### src/rtl/gcd_pkg.sv
// Shared types for the subtractive GCD controller: FSM state encoding and the
// bundle of dp control lines with its idle (hold everything) value.
package gcd_pkg;

   typedef enum logic [1:0] {
      S_LOAD_X = 2'd0,
      S_LOAD_Y = 2'd1,
      S_CALC   = 2'd2,
      S_DONE   = 2'd3
   } gcd_state_t;

   typedef struct packed {
      logic xhold;
      logic xload;
      logic yhold;
      logic yload;
   } dp_ctrl_t;

   localparam logic DP_HOLD_DFLT = 1'b1;
   localparam logic DP_LOAD_DFLT = 1'b0;

   localparam dp_ctrl_t DP_CTRL_IDLE = '{
      xhold: DP_HOLD_DFLT,
      xload: DP_LOAD_DFLT,
      yhold: DP_HOLD_DFLT,
      yload: DP_LOAD_DFLT
   };

endpackage

### src/rtl/gcd_ctrl.sv
// Control FSM for the 8-bit subtractive GCD datapath: loads x then y from the
// shared din bus, steers subtractions until x==y or the step budget runs out.
module gcd_ctrl
   import gcd_pkg::*;
#(
   parameter int ITER_W   = 8,
   parameter int MAX_ITER = 255
) (
   input  logic              clk,
   input  logic              reset,
   input  logic              in_valid,
   output logic              in_ready,
   input  logic              x_eq_y,
   input  logic              x_gt_y,
   output logic              xhold,
   output logic              xload,
   output logic              yhold,
   output logic              yload,
   output logic              out_valid,
   input  logic              out_ready,
   output logic              busy,
   output logic              err,
   output logic [ITER_W-1:0] iter_cnt,
   output gcd_state_t        o_dbg_state
);

   localparam logic [ITER_W-1:0] LP_MAX_ITER = ITER_W'(MAX_ITER);

   gcd_state_t        r_state;
   logic [ITER_W-1:0] r_iter;
   logic              r_err;

   gcd_state_t        w_state_nxt;
   logic [ITER_W-1:0] w_iter_nxt;
   logic              w_err_nxt;
   dp_ctrl_t          w_ctrl;
   logic              w_in_ready;
   logic              w_out_valid;
   logic              w_busy;

   always_ff @(posedge clk) begin
      if (reset) begin
         r_state <= S_LOAD_X;
         r_iter  <= '0;
         r_err   <= 1'b0;
      end else begin
         r_state <= w_state_nxt;
         r_iter  <= w_iter_nxt;
         r_err   <= w_err_nxt;
      end
   end

   // Both handshakes: a transfer happens on a rising edge where valid and ready
   // are both high; ready depends only on state, never on the partner's valid.
   always_comb begin
      w_state_nxt = r_state;
      w_iter_nxt  = r_iter;
      w_err_nxt   = r_err;
      w_ctrl      = DP_CTRL_IDLE;
      w_in_ready  = 1'b0;
      w_out_valid = 1'b0;
      w_busy      = 1'b0;

      case (r_state)
         S_LOAD_X: begin
            w_in_ready = 1'b1;
            if (in_valid) begin
               w_ctrl.xhold = 1'b0;
               w_state_nxt  = S_LOAD_Y;
            end
         end

         S_LOAD_Y: begin
            w_in_ready = 1'b1;
            w_busy     = 1'b1;
            if (in_valid) begin
               w_ctrl.yhold = 1'b0;
               w_iter_nxt   = '0;
               w_err_nxt    = 1'b0;
               w_state_nxt  = S_CALC;
            end
         end

         S_CALC: begin
            w_busy = 1'b1;
            // Budget check precedes any step so iter_cnt stops at MAX_ITER.
            if (x_eq_y) begin
               w_state_nxt = S_DONE;
            end else if (r_iter == LP_MAX_ITER) begin
               w_err_nxt   = 1'b1;
               w_state_nxt = S_DONE;
            end else if (x_gt_y) begin
               w_ctrl.xload = 1'b1;
               w_iter_nxt   = r_iter + 1'b1;
            end else begin
               w_ctrl.yload = 1'b1;
               w_iter_nxt   = r_iter + 1'b1;
            end
         end

         S_DONE: begin
            w_out_valid = 1'b1;
            if (out_ready) begin
               w_state_nxt = S_LOAD_X;
            end
         end

         default: begin
            w_state_nxt = S_LOAD_X;
         end
      endcase
   end

   assign in_ready    = w_in_ready;
   assign out_valid   = w_out_valid;
   assign busy        = w_busy;
   assign xhold       = w_ctrl.xhold;
   assign xload       = w_ctrl.xload;
   assign yhold       = w_ctrl.yhold;
   assign yload       = w_ctrl.yload;
   assign err         = r_err;
   assign iter_cnt    = r_iter;
   assign o_dbg_state = r_state;

endmodule

### config.mk
export PLATFORM = sky130hd
export DESIGN_NAME = gcd_ctrl
export DESIGN_NICKNAME = d
export VERILOG_FILES = /design/src/rtl/gcd_pkg.sv /design/src/rtl/gcd_ctrl.sv
export SDC_FILE = /design/constraint.sdc
export NUM_CORES = 1
export LEC_CHECK = 0
export ABC_AREA = 0
export CAP_MARGIN = 10
export CORE_ASPECT_RATIO = 0.8
export CORE_MARGIN = 2
export CORE_UTILIZATION = 45
export CTS_BUF_LIST = sky130_fd_sc_hd__clkbuf_8
export DETAILED_ROUTE_END_ITERATION = 7
export PLACE_DENSITY = 0.86
export SYNTH_ARGS = -nofsm -noshare
export SYNTH_HDL_FRONTEND = slang
export SYNTH_SLANG_ARGS = --single-unit
### constraint.sdc
create_clock -name clk -period 2.4 [get_ports clk]
set_clock_uncertainty 0.15 [all_clocks]
set_input_delay 0.48 -clock clk [delete_from_list [all_inputs] [get_ports clk]]
set_output_delay 0.48 -clock clk [all_outputs]
set_load 0.03 [all_outputs]
After elaboration in Yosys (flattened, before gate mapping)
Index checks and enable logic that the tools add are counted.

$add $sub $neg: 1. Equal/unequal tests: 11. Multiplexer cells: 28. Reductions and logical operators: 7.

Operators by type and width (count): $mux 8 (3); $mux 1 (17); $pmux 8 s2 (1); $ne 2x2->1 const B (6); $reduce_and 4->1 (3); $mux 2 (5); $add 8x1->8 const B (1); $eq 8x8->1 const B (1); $pmux 2 s4 (1); $eq 2x2->1 const B (2); $reduce_or 2->1 (2); $ne 3x3->1 const B (1); $eq 2x1->1 const B (1); $logic_not 2->1 (1); $pmux 1 s2 (1); $reduce_bool 2->1 (1).

Flip-flop bits (word level): 11. Output and inout port bits: 18. Word-level logic and storage cells: 50.

Depth between registers and ports, before layout
Depth in word-level cells: 4. Mapped depth: 7.

Worst setup path before layout
No wires, ideal clock.

Path type: flip-flop to output port. From: reg r_iter[0], in the netlist iter_cnt[0]. To: out yload. Arrival time: 1.856 ns. Setup slack: -0.086 ns. Stages on the path, launching flop included: 6. Path through: dfxtp_1 > ha_1 > and3_4 > and2_4 > buf_6 > nor3_1.

Cells in the longest elaborated chain, start to end: 4.

Ends and longest elaborated chain: start, declared (line gcd_ctrl.sv:30) `logic [ITER_W-1:0] r_iter;`; start signal, assigned (line gcd_ctrl.sv:48) `r_iter <= w_iter_nxt;`; $eq 8x8->1 (line gcd_ctrl.sv:89) `end else if (r_iter == LP_MAX_ITER) begin`; $mux 1 (line gcd_ctrl.sv:89); $mux 1 (line gcd_ctrl.sv:87) `if (x_eq_y) begin`; $mux 1 (line gcd_ctrl.sv:64) `case (r_state)`; end, declared (line gcd_ctrl.sv:18) `output logic yload,`.

Every way passes these cells.

Worst setup path after layout
From: reg r_state[0], in the netlist o_dbg_state[0]. To: out xload.

Cells in the longest elaborated chain, start to end: 2.

Ends and longest elaborated chain: start, declared (line gcd_ctrl.sv:29) `gcd_state_t r_state;`; start signal, assigned (line gcd_ctrl.sv:47) `r_state <= w_state_nxt;`; $eq 2x2->1 (line gcd_ctrl.sv:64); $mux 1 (line gcd_ctrl.sv:64); end, declared (line gcd_ctrl.sv:16) `output logic xload,`.

Every way passes these cells.

==> results.tsv <==
stage	metric	value	unit
clock_tree	cts repair resizes	2	
placed_design	Placer Congestion	0.8424	
detailed_routing	WL final	2.137	mm
timing	Slew headroom	0.6701	
global_routing	Total Routing Usage GR	0.2185	
timing	Tightest Pin Transition	489.6	ps
global_routing	initial antenna violation count	0	
setup_path	CP Capture Type	output pin	
cells_and_area	register area	220.2	sq um
cells_and_area	Area Growth Syn to Fin	42.19	%
setup_path	worst r2r path cells	6	
timing	Final Cycle Share	0.9563	
cells_and_area	layout cells sized above 1	0.1765	
cells_and_area	area occupied by multi-input gates	489.2	sq um
global_routing	vias in the first global route	710	
detailed_routing	vias post-DR	823	
timing	Pins Over Slew Limit	0	
power	Pleak	0.4000	nW
job	Max Cap Viol	0	
detailed_routing	DRT antenna net count	0	
floorplanning	io pins	24	
setup_path	Setup crit start kind	register	
floorplanning	overall die height	40.38	um
global_routing	first-pass GRT wire length	3.146	mm
global_routing	gr ovfl total	0	
synth	Cell Area, Synth	744.5	sq um
detailed_routing	DR vias/cell	5.837	
clock_tree	Post-CTS Setup Bufs	0	
synth	Netlist cell types	36	
floorplanning	Core ar.	1594	sq um
timing	Final Worst Setup Slack	105.0	ps
placed_design	port bufs	23	
power	maximum VDD drop	0.0006294	V
synth	Synth Flop Type	dfxtp_1	
synth	number of synthesized flops with an enable pin	0	
clock_tree	CTS Buf Count	3	
worst_hold_path	hold_sp	err	
cells_and_area	non-filler cells, final	141	
clock_tree	clock slew at reported path FFs	50	ps
placed_design	Inst Count DP	137	
detailed_routing	DR iter-0 viols	69	
timing	final hold vios	0	
status	status	finished, final reports clean	
clock_tree	clock insertion delay at the later pin of the skew report	240	ps
clock_tree	clock root cell	clkbuf_8	
setup_path	WP data required	1770	ps
clock_tree	hold_buf cts	0	
placed_design	DP Area	1002	sq um
clock_tree	CTS tree	yes	
power	pwr/cell area	868.6	nW/um^2
floorplanning	area of the die	1998	sq um
synth	sequential area share after synthesis	0.2958	
timing	Final Critical Period	2295	ps
cells_and_area	fill count	131	
timing	final setup violation count	0	
cells_and_area	most common cell after layout, fill and taps aside	clkdlybuf4s50_1	
clock_tree	CTS Buffer Depth	2	
setup_path	Crit Reg-Reg Startpoint	o_dbg_state[1]	
synth	Yosys warning count	0	
cells_and_area	Layout Nets	132	
setup_path	critical-path maximum fanout	11	
synth	syn nets	104	
cells_and_area	finished layout cell area	1059	sq um
synth	Syn Inst Count	92	
cells_and_area	# diodes	0	
synth	Yosys reg bits	11	
detailed_routing	routed length per instance	15.16	um
cells_and_area	most frequent cells in the layout	clkdlybuf4s50_1, dfxtp_1, nand2_1	
setup_path	reg-to-reg slack, setup	320	ps
clock_tree	CTS sink cnt	11	
timing	Max Fclk	435.7	MHz
cells_and_area	final core utilization	0.6641	
timing	Fin Setup TNS	0	ps
detailed_routing	drt pass-1 iters	5	
floorplanning	die width	49.48	um
placed_design	Place WS	80.56	ps
placed_design	HPWL Detailed	1.548	mm
global_routing	largest net degree at the start of global routing	12	
setup_path	critical path arrival	1670	ps
floorplanning	Starting Density	0.4670	
detailed_routing	DRC	0	
worst_hold_path	Hold Path Sink	err	
floorplanning	Placement Rows	13	
worst_hold_path	Hold Path Depth	2	
setup_path	worst setup path class	reg -> out	
worst_hold_path	Hold Path Class	reg -> reg	
setup_path	Worst R2R End	iter_cnt[1]	
synth	ys async rst share	0	
clock_tree	CTS H-Tree Depth	1	
synth	mean area per synthesized cell	8.092	sq um
[per-stage QoR]
stage | power [W] | hold slack (ps)
after CTS | 0.0009175 | 363.7
after global routing | 0.0009709 | 432.2
after global placement | 0.0007176 | 350.7
final | 0.0009194 | 364.8
after detailed placement | 0.0007316 | 348.7
after floorplan | 0.0005619 | 468.9
[area by class of cell]
type,count,area share
repair buffers,26,0.2352
inverters,7,0.02482
well taps,22,0.02600
flip-flops and latches,11,0.2080
clock inverters,1,0.004728
clock buffers,3,0.03901
multi-input cells,71,0.4622
[cells by family after synthesis]
kind of cell,synth area share
compound gates,0.2252
simple gates,0.2891
flops,0.2958
mux,0.02689
fa+ha+maj,0.1008
buf+inv,0.06218
[synthesized netlist by cell type, types with 2 or more instances]
master | count | area share
nand3_1 | 3 | 0.020
mux2i_1 | 2 | 0.027
nor3_1 | 5 | 0.034
o211ai_1 | 2 | 0.020
a31oi_1 | 2 | 0.017
inv_1 | 7 | 0.035
a21oi_1 | 5 | 0.034
o31ai_1 | 3 | 0.030
o21ai_0 | 7 | 0.047
or4_1 | 3 | 0.030
nor2_1 | 5 | 0.025
nand2_1 | 8 | 0.040
dfxtp_1 | 11 | 0.30
nand2b_1 | 2 | 0.017
ha_1 | 6 | 0.10
[registers in the layout, summed over array words and instances (netlist names)]
signal and flops:
o_dbg_state 2, iter_cnt 8, err 1
[worst max-delay path by stage]
stage	cells past startpoint	start	slack [ps]	end
after global routing	6	o_dbg_state[0]	-40	xload
final	6	o_dbg_state[0]	100	xload
after detailed placement	3	in_valid	80	xhold
after CTS	3	o_dbg_state[1]	40	busy
after floorplan	5	iter_cnt[0]	170	yload
after global placement	3	in_valid	100	xhold
[layer usage]
| layer | up-vias | global-route usage | share of wire |
|---|---|---|---|
| li1 | 389 | - | - |
| met1 | 383 | 0.2484 | 0.41 |
| met2 | 41 | 0.4122 | 0.48 |
| met3 | 10 | 0.06343 | 0.082 |
| met4 | 0 | 0.06944 | 0.024 |
| met5 | - | 0 | 0 |
[critical path, stage by stage (launching register included)]
cell and delay [ps]:
dfxtp_1 330, inv_1 130, ha_2 300, nand2b_1 150
a21oi_2 200, and2_1 150, buf_4 160
[where the power goes]
group / internal, W / switching (W) / leakage (nW)
combinational: 0.000193 / 0.000325 / 0.286
sequential: 0.000199 / 0.0000156 / 0.0890
clock: 0.000114 / 0.0000723 / 0.0255
Note: power is estimated with default switching activity, not from simulation.
